==> src/rtl/uart_tx_arbiter.sv <==
// Round-robin arbiter sharing one UART transmitter between two byte FIFOs.
// Pops one byte per frame, strobes it into the shifter and waits for idle to return.
module uart_tx_arbiter #(
    parameter int unsigned DATA_W  = 8,
    parameter int unsigned RD_LAT  = 1,
    parameter int unsigned TIMEOUT = 100000,
    parameter int unsigned CNT_W   = 17
) (
    input  logic              clock_system,
    input  logic              rstn,
    input  logic              empty0,
    input  logic [DATA_W-1:0] dout0,
    output logic              rd_en0,
    input  logic              empty1,
    input  logic [DATA_W-1:0] dout1,
    output logic              rd_en1,
    input  logic [1:0]        ch_en,
    input  logic              idle,
    output logic [DATA_W-1:0] tx_data,
    output logic              tx_start,
    output logic              tx_ch,
    output logic              timeout_err
);

    localparam int unsigned LAT_W   = 2;
    localparam int unsigned HOLD_W  = 2;
    localparam int unsigned TO_LAST = (TIMEOUT == 0) ? 0 : TIMEOUT - 1;

    typedef enum logic [5:0] {
        S_IDLE  = 6'b000001,
        S_RD    = 6'b000010,
        S_LAT   = 6'b000100,
        S_START = 6'b001000,
        S_SEND  = 6'b010000,
        S_HOLD  = 6'b100000
    } state_t;

    state_t state, state_nx;

    logic empty0_m, empty0_s, empty1_m, empty1_s;
    logic idle_m, idle_s, idle_s_prev;
    logic idle_rise;
    logic [1:0] req;
    logic grant;

    logic [LAT_W-1:0]  lat_cnt, lat_cnt_nx;
    logic [CNT_W-1:0]  to_cnt, to_cnt_nx;
    logic [HOLD_W-1:0] hold_cnt, hold_cnt_nx;
    logic              last_grant, last_grant_nx;

    logic              rd_en0_nx, rd_en1_nx, tx_start_nx, tx_ch_nx, timeout_err_nx;
    logic [DATA_W-1:0] tx_data_nx;

    // Two-flop synchronisers; idle gets a third flop for edge detection
    always_ff @(posedge clock_system or negedge rstn) begin
        if (!rstn) begin
            empty0_m    <= 1'b1;
            empty0_s    <= 1'b1;
            empty1_m    <= 1'b1;
            empty1_s    <= 1'b1;
            idle_m      <= 1'b1;
            idle_s      <= 1'b1;
            idle_s_prev <= 1'b1;
        end else begin
            empty0_m    <= empty0;
            empty0_s    <= empty0_m;
            empty1_m    <= empty1;
            empty1_s    <= empty1_m;
            idle_m      <= idle;
            idle_s      <= idle_m;
            idle_s_prev <= idle_s;
        end
    end

    assign idle_rise = idle_s & ~idle_s_prev;
    assign req       = ~{empty1_s, empty0_s} & ch_en;
    // On contention the channel that did not win last time goes next
    assign grant     = (req == 2'b11) ? ~last_grant : ~req[0];

    always_ff @(posedge clock_system or negedge rstn) begin
        if (!rstn) begin
            state       <= S_IDLE;
            lat_cnt     <= '0;
            to_cnt      <= '0;
            hold_cnt    <= '0;
            last_grant  <= 1'b1;
            rd_en0      <= 1'b0;
            rd_en1      <= 1'b0;
            tx_start    <= 1'b0;
            tx_data     <= '0;
            tx_ch       <= 1'b0;
            timeout_err <= 1'b0;
        end else begin
            state       <= state_nx;
            lat_cnt     <= lat_cnt_nx;
            to_cnt      <= to_cnt_nx;
            hold_cnt    <= hold_cnt_nx;
            last_grant  <= last_grant_nx;
            rd_en0      <= rd_en0_nx;
            rd_en1      <= rd_en1_nx;
            tx_start    <= tx_start_nx;
            tx_data     <= tx_data_nx;
            tx_ch       <= tx_ch_nx;
            timeout_err <= timeout_err_nx;
        end
    end

    // Next state and next registered outputs
    always_comb begin
        state_nx       = state;
        lat_cnt_nx     = lat_cnt;
        to_cnt_nx      = to_cnt;
        hold_cnt_nx    = hold_cnt;
        last_grant_nx  = last_grant;
        rd_en0_nx      = 1'b0;
        rd_en1_nx      = 1'b0;
        tx_start_nx    = 1'b0;
        timeout_err_nx = 1'b0;
        tx_data_nx     = tx_data;
        tx_ch_nx       = tx_ch;

        case (state)
            S_IDLE: begin
                if (idle_s && (req != 2'b00)) begin
                    state_nx      = S_RD;
                    tx_ch_nx      = grant;
                    last_grant_nx = grant;
                    rd_en0_nx     = ~grant;
                    rd_en1_nx     = grant;
                end
            end
            S_RD: begin
                state_nx   = S_LAT;
                lat_cnt_nx = LAT_W'(RD_LAT - 1);
            end
            S_LAT: begin
                if (lat_cnt == '0) begin
                    state_nx    = S_START;
                    tx_data_nx  = tx_ch ? dout1 : dout0;
                    tx_start_nx = 1'b1;
                end else begin
                    lat_cnt_nx = lat_cnt - LAT_W'(1);
                end
            end
            S_START: begin
                state_nx  = S_SEND;
                to_cnt_nx = '0;
            end
            S_SEND: begin
                if (idle_rise) begin
                    state_nx    = S_HOLD;
                    hold_cnt_nx = '0;
                end else if ((TIMEOUT != 0) && (to_cnt == CNT_W'(TO_LAST))) begin
                    state_nx       = S_HOLD;
                    hold_cnt_nx    = '0;
                    timeout_err_nx = 1'b1;
                end else begin
                    to_cnt_nx = to_cnt + CNT_W'(1);
                end
            end
            S_HOLD: begin
                // Gives the empty synchronisers time to see the pop
                if (hold_cnt == HOLD_W'(2)) begin
                    state_nx = S_IDLE;
                end else begin
                    hold_cnt_nx = hold_cnt + HOLD_W'(1);
                end
            end
            default: state_nx = S_IDLE;
        endcase
    end

endmodule

==> config.mk <==
export PLATFORM = sky130hd
export DESIGN_NAME = uart_tx_arbiter
export DESIGN_NICKNAME = d
export VERILOG_FILES = /design/src/rtl/uart_tx_arbiter.sv
export SDC_FILE = /design/constraint.sdc
export NUM_CORES = 1
export LEC_CHECK = 0
export ABC_AREA = 1
export CAP_MARGIN = 20
export CORE_UTILIZATION = 57
export DETAILED_ROUTE_END_ITERATION = 8
export DONT_BUFFER_PORTS = 1
export PLACE_DENSITY = 0.75
export SYNTH_ARGS = -nofsm -noshare
export SYNTH_HDL_FRONTEND = slang
export SYNTH_SLANG_ARGS = --single-unit
==> constraint.sdc <==
create_clock -name clock_system -period 1.5 [get_ports clock_system]
set_clock_uncertainty 0.1 [all_clocks]
set_input_delay 0.3 -clock clock_system [delete_from_list [all_inputs] [get_ports clock_system]]
set_output_delay 0.3 -clock clock_system [all_outputs]
set_load 0.05 [all_outputs]
* Word level (Yosys, flattened, before mapping)
Cells that the tools add are included.
** Storage, ports and cells
- Flip-flop bits (word level) :: 48
- Latch bits :: 0
- Bits in writable memories :: 0
- ROM bits :: 0
- Output and inout port bits :: 13
- Logic and storage cells :: 83
- Memories :: 0
** Cells by class
- $add $sub $neg :: 3
- Multiply operators :: 0
- Divide/modulo/power cells :: 0
- $lt $le $gt $ge :: 0
- Eq/ne operators :: 17
- Shifts and indexed selects :: 0
- Mux-type cells :: 26
- Bitwise operators :: 7
- Reduce and logical (&&, ||, !) cells :: 12
** Operators with widths (number)
- 6-bit case mux with 6 select lines :: 1
- 17-bit 2-to-1 mux :: 2
- 17-bit case mux with 2 select lines :: 1
- 6-bit 2-to-1 mux :: 5
- 17-bit by 1-bit adder with 17-bit output, second input constant :: 1
- 17-bit equality test, second input constant :: 1
- 2-bit != test, second input constant :: 7
- 1-bit 2-to-1 mux :: 10
- 2-bit 2-to-1 mux :: 4
- 8-bit 2-to-1 mux :: 1
- 2-bit case mux with 2 select lines :: 2
- 2-bit nonzero test :: 4
- 6-bit by 1-bit equality test with 1-bit output, second input constant :: 1
- 6-bit by 2-bit equality test with 1-bit output, second input constant :: 1
- 6-bit by 3-bit equality test with 1-bit output, second input constant :: 1
- 6-bit by 4-bit equality test with 1-bit output, second input constant :: 1
- 6-bit by 5-bit equality test with 1-bit output, second input constant :: 1
- 6-bit equality test, second input constant :: 1
- 2-bit AND reduction :: 3
- 3-bit AND reduction :: 2
- 2-bit equality test, second input constant :: 2
- 1-bit NOT :: 4
- 4-bit AND reduction :: 1
- 3-bit != test, second input constant :: 1
- 7 further kinds :: 7

* Longest topological paths before layout
Gate-level depths: netlist of the first run.
- Depth in word-level cells :: 7
- Depth in mapped cells :: 10
- Gate-level depth less buffers :: 10

* Worst setup path before layout of the first run
No wires, ideal clock.
- Path type :: register to register
- Start point :: reg tx_ch
- End point :: reg tx_data[0]
- Arrival time :: 1.293 ns
- Slack :: -0.023 ns
- Cell stages (with the launch flop) :: 5
- Buffers on the path :: 1
- Path through :: dfrtp_1 buf_1 clkinv_1 nand2_1 a31oi_1
** On the way
- Word-level cells in the longest chain between the ends :: 1
** Ends and longest elaborated chain
- from (decl) :: RTL line 21 : output logic tx_ch,
- from (signal assigned) :: RTL line 103 : tx_ch <= tx_ch_nx;
- 8-bit 2-to-1 mux :: RTL line 139 : tx_data_nx = tx_ch ? dout1 : dout0;
- to (signal assigned) :: RTL line 102 : tx_data <= tx_data_nx;
- to (decl) :: RTL line 19 : output logic [DATA_W-1:0] tx_data,
Every way passes these cells.
A chain may end at the register's enable or synchronous reset.

* Worst setup path in the final report of the first run
- Start point :: reg to_cnt[6]
- End point :: reg to_cnt[2]
** On the way
- Word-level cells in the longest chain between the ends :: 3
** Ends and longest elaborated chain
- from (decl) :: RTL line 47 : logic [CNT_W-1:0] to_cnt, to_cnt_nx;
- from (signal assigned) :: RTL line 96 : to_cnt <= to_cnt_nx;
- 17-bit equality test :: RTL line 153 : end else if ((TIMEOUT != 0) && (to_cnt == CNT_W'(TO_LAST))) begin
- 2-bit != test (no source line)
- 3-bit AND reduction (no source line)
Every way passes these cells.

==> results by group, run 1 <==
Cells and area
  • Final #Nets: between 300 and 400
  • Finished layout cell area: roughly 0.0032 mm2
  • Syn-to-layout area delta: 28.7%
  • Fin util: 0.782
  • Diodes inserted: 0
  • Layout cells sized above 1: 0.318
  • Fill count: between 200 and 300

Routing
  • Drc violations: 0
  • Vias: approximately 2300
  • DR iter-0 viols: between 100 and 150
  • Final wirelength: a little over 6000 um
  • Routed length per instance: about 15 um
  • Vias per cell: 5.69
  • Post-route ant nets: 0
  • 1st-pass router iterations: 5

Setup path
  • Worst Setup End Kind: register
  • Crit-path cells: nor2_1 -> nand2_1 -> nor2_2 -> nand3_4 -> nand2_4 -> nand2_2 -> nand2_1 -> nand2_1
  • Crit start category: register
  • R2r setup slk: -0.06 ns
  • CP bufs+invs: 0
  • Worst EP required: 1.60 ns
  • Max FO, Critical Path: 7
  • WS Path Type: register to register
  • Slowest stage delay, CP: roughly 0.46 ns
  • CP dominant cell by count: nand2_1
  • Critical path origin: to_cnt[6]
  • Slowest-stage cell, CP: dfrtp_1
  • RR Endpoint: to_cnt[2]
  • Worst EP arrival: approximately 1.7 ns
  • CP delay by family, top: simple AND/OR/NAND/NOR gates
  • Worst R2R Start: to_cnt[6]
  • R2R cell count: 8

Logic synthesis
  • Syn_nets: between 300 and 400
  • Sequential fraction of the synthesis area: 0.485
  • Post-synth cell types: 33
  • Yosys reg bits: 48
  • Post-synth top area share: 0.390
  • Synth Cell Area: about 0.0025 mm2
  • Mean Syn Cell Area: 8.14 um2
  • Dominant cell type by area after synthesis: dfrtp_1
  • Largest cells by area after synthesis: dfrtp_1 39%, nand2_1 13%, dfstp_2 9.5%
  • Synth Warn #: 0
  • Post-Synthesis Cells: 307

Place
  • Post-DP HPWL: roughly 3700 um
  • Port bufs: 0
  • Dpl cell area: ~0.0027 mm2
  • Placer Congestion: between 0.8 and 0.9

Power and ir drop
  • Total power: between 4 and 5 mW
  • Combinational Power Share: 0.301
  • VDD IR max: just over 0.001 V
  • Leak Pwr: 1.48 nW
  • Clk pwr share: 0.251
  • Sw frac: 0.400
  • Int Pwr: around 2.7 mW
  • Switching power: about 1.8 mW
  • PwrDens: approximately 1400 mW/mm2
  • Sequential share of power: 0.448

Floorplanning
  • Core area: approximately 0.0041 mm2
  • Die Area: ~0.0047 mm2
  • Io pins: 36
  • Die X: 68.2 um
  • Initial Util: 0.607
  • Cell Rows: 23
  • Die H: ~68 um

Global routing
  • Vias in the first global route: between 2000 and 2500
  • Antenna violations before repair: 0
  • Largest net degree at the start of global routing: a little under 50
  • Grt ovf: 0
  • Global-route wire length before repair: 8650 um
  • GRT Util Overall: 0.253

Clock network
  • CTS Buf Count: 5
  • Clk_lat worst skew: approximately 0.31 ns
  • TritonCTS clock tree: done
  • Cts hold-fix bufs: 3
  • CTS Buffer Depth: 2
  • Root Driver: clkbuf_8
  • Clock sink count: between 40 and 50
  • Worst-path clk slew: ~0.1 ns
  • H-tree levels: 2

STA
  • Final setup vio count: 16
  • Slew headroom: 0.633
  • RSZ-0062 raised after global routing: yes
  • WHS: -0.427 ns
  • Final period utilization: 1.04
  • Slew Limit Fails: 0
  • Max frequency: 643 MHz
  • Final hold vios: 48
  • Period minus WS final: approximately 1.6 ns
  • Worst Tran Pin Value: approximately 0.55 ns
  • Fin worst setup slack: -0.0559 ns

Run
  • Max Cap Violations: 0

Outcome
  • Status: finished with violations
  • Failing checks: negative hold slack, negative setup slack

Hold path
  • Worst hold path class: primary input to async pin
## synth_stat cells
cell	instances
nand3b_1	2
o21ai_0	7
inv_2	1
nand3_1	29
nand2_1	84
nor2_4	5
nor3b_1	2
ha_1	3
o21ai_2	1
inv_1	30
buf_6	2
nand2_2	2
nand4_1	6
o21bai_1	1
nor2_1	43
clkinv_1	1
nor2_2	4
buf_8	1
dfrtp_1	39
nand2_4	1
xnor2_1	3
buf_1	1
xor2_1	5
nand4_4	1
a31oi_1	8
dfstp_2	9
nor3_1	3
o31ai_1	1
buf_4	1
or2_2	1
nand3_2	3
buf_2	2
o21ai_1	5
## power groups by stage
| stage | Sequential, mW | Combinational [mW] | Clock (mW) |
|---|---|---|---|
| after global placement | 2.03 | 0.915 | 0 |
| after floorplan | 2.16 | 0.565 | 0 |
| after CTS | 2.01 | 0.971 | 1.14 |
| after detailed placement | 2.04 | 0.941 | 0 |
| after global routing | 2.06 | 1.48 | 1.20 |
| final | 2.04 | 1.37 | 1.14 |
## worst max path at each step
stage | slack, ns | end | depth (start not counted)
finish | -0.06 | to_cnt[2] | 8
CTS | -0.003 | tx_data[7] | 6
floorplan | 0.06 | to_cnt[16] | 10
detailed placement | -0.03 | to_cnt[6] | 8
global route | -0.11 | to_cnt[7] | 9
global placement | 0.008 | to_cnt[6] | 8
## worst register-to-register path: cells and delay by family, from the launching register on
kind             cells  cell delay (ns)
and+or+nand+nor      8             0.89
DFF                  1             0.46
## what timing repair did
item                       CTS  global route
buffers inserted             2             4
gates cloned                 0             4
setup endpoints to repair   16            34
resized for setup            4            51
pin swaps                    3            10
hold endpoints to repair    51            48
## logic make-up (layout without fill, tap and decap cells)
logic type               count (synthesis)  after routing  synth area share
AO/OA/AOI/OAI                           23             23            0.0536
XOR/XNOR                                 8              8            0.0280
flip-flops                              48             48             0.485
adder cells (fa/ha/maj)                  3              3            0.0150
buffers and inverters                   39             80            0.0716
AND/OR/NAND/NOR                        186            187             0.347
## per-layer routing
metal / GRT usage / vias to the layer above / share of wire
met5: 0 / - / 0
met4: 0.117 / 0 / 0.027
met3: 0.0467 / 12 / 0.042
met2: 0.419 / 80 / 0.52
met1: 0.317 / 1116 / 0.41
li1: - / 1061 / -
## cell type report
type | count | area, um2 | area share
clock buffer | 5 | 68.8 | 0.0214
clock inverter | 3 | 68.8 | 0.0214
inverter | 32 | 120 | 0.0373
multi-input combinational | 221 | 1300 | 0.405
sequential | 48 | 1220 | 0.378
tap | 50 | 62.6 | 0.0194
timing repair buffer | 40 | 378 | 0.117
## layout by cell type, fill, tap and decap left out, drive strengths merged, types with 5 or more instances in the layout
master,count
xor2,5
inv,32
a31oi,8
nand3,32
dfrtp,39
nor2,52
clkbuf,7
o21ai,13
nand2,88
nand4,7
buf,35
dfstp,9
## sequential cells by signal (all words and copies together) (netlist names)
register	flops
rd_en1	1
tx_data	8
to_cnt	17
timeout_err	1
empty1_s	1
empty0_m	1
tx_ch	1
empty0_s	1
last_grant	1
rd_en0	1
empty1_m	1
idle_s_prev	1
lat_cnt	2
hold_cnt	2
tx_start	1
state	6
idle_m	1
idle_s	1
## stage by stage
stage	instances	setup TNS, ns	setup slack, ns
final	399	-0.405	-0.0559
after floorplan	307	0	0.0567
after global placement	378	0	0.00819
after global routing	399	-2.37	-0.112
after CTS	391	-0.00321	-0.00321
after detailed placement	378	-0.0773	-0.0303
(Power assumes the default switching activity.)
==> inputs of run 2 (changes only) <==
Settings changed: SKIP_CTS_REPAIR_TIMING set to 1.
==> run 2 against run 1 <==
The run still ends with negative hold slack, negative setup slack left. Hold slack better by 0.0076 ns. Clock power hardly changed. Largest cell class unchanged. Wire length is 14% lower.
==> results by group, run 2 (same netlist as run 1, synthesis figures left out) <==
Cells and area
  • Commonest non-fill, non-tap cell in the layout: nand2_1
  • Register area: 0.00122 mm2 (+0.10%)
  • Non-Filler Instances: 395 (-1.0%)
  • Fill count: 279 (+7.7%)
  • Regs by FF count: to_cnt (17), tx_data (8), state (6)
  • Fin util: 0.749 (-0.0328)
  • Multi-input gate area: 0.00124 mm2 (-4.9%)
  • Commonest cells after routing, fill and taps aside: 81 x nand2_1, 37 x nor2_1, 34 x dfrtp_1
  • Final #Nets: 370 (-1.1%)
  • Layout cells sized above 1: 0.287 (-0.0311)
  • Syn-to-layout area delta: 23.3%
  • Max reg flops: 17 (unchanged)
  • Top reg by flops: to_cnt
  • Diodes inserted: 0 (unchanged)
  • Finished layout cell area: 0.00308 mm2 (-4.2%)

Global routing
  • Largest net degree at the start of global routing: 49 (unchanged)
  • Global-route wire length before repair: 8540 um (-1.4%)
  • GRT Util Overall: 0.249 (-0.00356)
  • Grt ovf: 0 (unchanged)
  • Vias in the first global route: 1995 (-1.7%)
  • Antenna violations before repair: 0 (unchanged)

Setup path
  • RR Endpoint: state[0]
  • Critical path origin: to_cnt[6]
  • Worst R2R Start: to_cnt[6]
  • Crit-path cells: nor2_1 -> nand2_1 -> nor2_2 -> nand3_4 -> nand2_8 -> buf_4 -> nand2_1 -> o21bai_1
  • Worst EP arrival: 1.70 ns (+0.05 ns)
  • CP dominant cell by count: nand2_1
  • Crit start category: register
  • WS Path Type: register to register
  • Stages on worst setup path: 8 (unchanged)
  • Worst EP required: 1.63 ns (+0.03 ns)
  • CP Capture Point: state[0]
  • Slowest stage delay, CP: 0.45 ns (about the same)
  • Max FO, Critical Path: 6 (-1)
  • Worst Setup End Kind: register
  • R2r setup slk: -0.07 ns (-0.02 ns)
  • CP delay by family, top: simple AND/OR/NAND/NOR gates
  • CP bufs+invs: 1 (+1)
  • Slowest-stage cell, CP: dfrtp_2
  • R2R cell count: 8 (unchanged)

STA
  • Final hold vios: 48 (unchanged)
  • Slew Limit Fails: 0 (unchanged)
  • Period minus WS final: 1.57 ns (+0.0164 ns)
  • Final period utilization: 1.05 (+0.0110)
  • Final setup vio count: 19 (+3)
  • Fin worst setup slack: -0.0723 ns (-0.0164 ns)
  • Slew headroom: 0.636 (+0.00318)
  • Setup TNS: -0.663 ns (-0.259 ns)
  • WHS: -0.420 ns (+0.00758 ns)
  • Max frequency: 636 MHz (-1.0%)
  • RSZ-0062 raised after global routing: yes
  • Worst Tran Pin Value: 0.546 ns (-0.00477 ns)

Clock network
  • TritonCTS clock tree: done
  • Root Driver: clkbuf_8
  • CTS Buf Count: 5 (unchanged)
  • Clock sink count: 48 (unchanged)
  • CTS Buffer Depth: 2 (unchanged)
  • H-tree levels: 2 (unchanged)
  • Worst-path clk slew: 0.09 ns (about the same)
  • Clk_lat worst skew: 0.30 ns (about the same)

Power and ir drop
  • Switching power: 1.63 mW (-10%)
  • Int Pwr: 2.63 mW (-3.6%)
  • Clk pwr share: 0.264 (+0.013)
  • Leak Pwr: 1.45 nW (-2.3%)
  • Total power: 4.26 mW (-6.2%)
  • Sequential share of power: 0.476 (+0.028)
  • Combinational Power Share: 0.261 (-0.040)
  • PwrDens: 1380 mW/mm2 (-2.1%)
  • Sw frac: 0.383 (-0.0172)
  • VDD IR max: 0.000985 V (-2.6%)

Run
  • Max Cap Violations: 0 (unchanged)

Routing
  • Routed length per instance: 13.2 um (-13%)
  • DR iter-0 viols: 161 (+23%)
  • Final wirelength: 5220 um (-14%)
  • 1st-pass router iterations: 4 (-1)
  • Vias per cell: 5.40 (-5.1%)
  • Drc violations: 0 (unchanged)
  • Post-route ant nets: 0 (unchanged)
  • Vias: 2132 (-6.0%)

Place
  • Setup WS pre-CTS: -0.0303 ns (unchanged)
  • Post-DP HPWL: 3650 um (unchanged)
  • Port bufs: 0 (unchanged)
  • Dpl cell area: 0.00273 mm2 (unchanged)
  • Inst Count DP: 378 (unchanged)
  • Placer Congestion: 0.823 (unchanged)

Floorplanning
  • Cell Rows: 23 (unchanged)
  • Die Area: 0.00465 mm2 (unchanged)
  • Initial Util: 0.607 (unchanged)
  • Die X: 68.2 um (unchanged)
  • Core area: 0.00412 mm2 (unchanged)
  • Io pins: 36 (unchanged)
  • Die H: 68.2 um (unchanged)

Outcome
  • Status: finished with violations
  • Failing checks: negative hold slack, negative setup slack

Hold path
  • Worst hold path class: primary input to async pin
==> run 2: changes by cell type in the layout (fill, tap and decap cells not counted), moves of 2 or more <==
cell       before  now
a31oi_1         3    7
a31oi_4         4    0
nand2_2         8    5
clkbuf_16       2    0
inv_1          25   27
nor2_4         12   10
inv_2           6    4
nand2_1        79   81
buf_6           6    2
==> run 2: how the worst min path moves through the flow <==
| stage | to | slack [ns] | cells past startpoint |
|---|---|---|---|
| 3_5_place_dp | tx_data[0] | -0.09 | 0 |
| 4_1_cts | state[2] | -0.43 | 0 |
| 6_report | tx_data[0] | -0.42 | 0 |
| 5_1_grt | rd_en1 | -0.44 | 0 |
| 2_1_floorplan | hold_cnt[0] | -0.1 | 0 |
| 3_3_place_gp | tx_start | -0.09 | 0 |
==> run 2: power by group through the flow <==
stage | combinational, mW | sequential (mW) | clock, mW
floorplan | 0.565 | 2.16 | 0
global placement | 0.915 | 2.03 | 0
detailed placement | 0.941 | 2.04 | 0
CTS | 0.944 | 2.01 | 1.14
global route | 1.24 | 2.05 | 1.20
finish | 1.11 | 2.03 | 1.12
==> run 2: final cells by class <==
type / instances / area share
multi-input combinational: 221 / 0.402
sequential: 48 / 0.395
timing repair buffer: 36 / 0.0990
inverter: 32 / 0.0390
clock buffer: 5 / 0.0223
clock inverter: 3 / 0.0223
tap: 50 / 0.0203
==> run 2: layer usage <==
layer,up-vias,global-route usage,part of all wire
met5,-,0,0
met4,0,0.117,0.014
met3,8,0.0467,0.027
met2,38,0.409,0.50
met1,1028,0.315,0.46
li1,1058,-,-
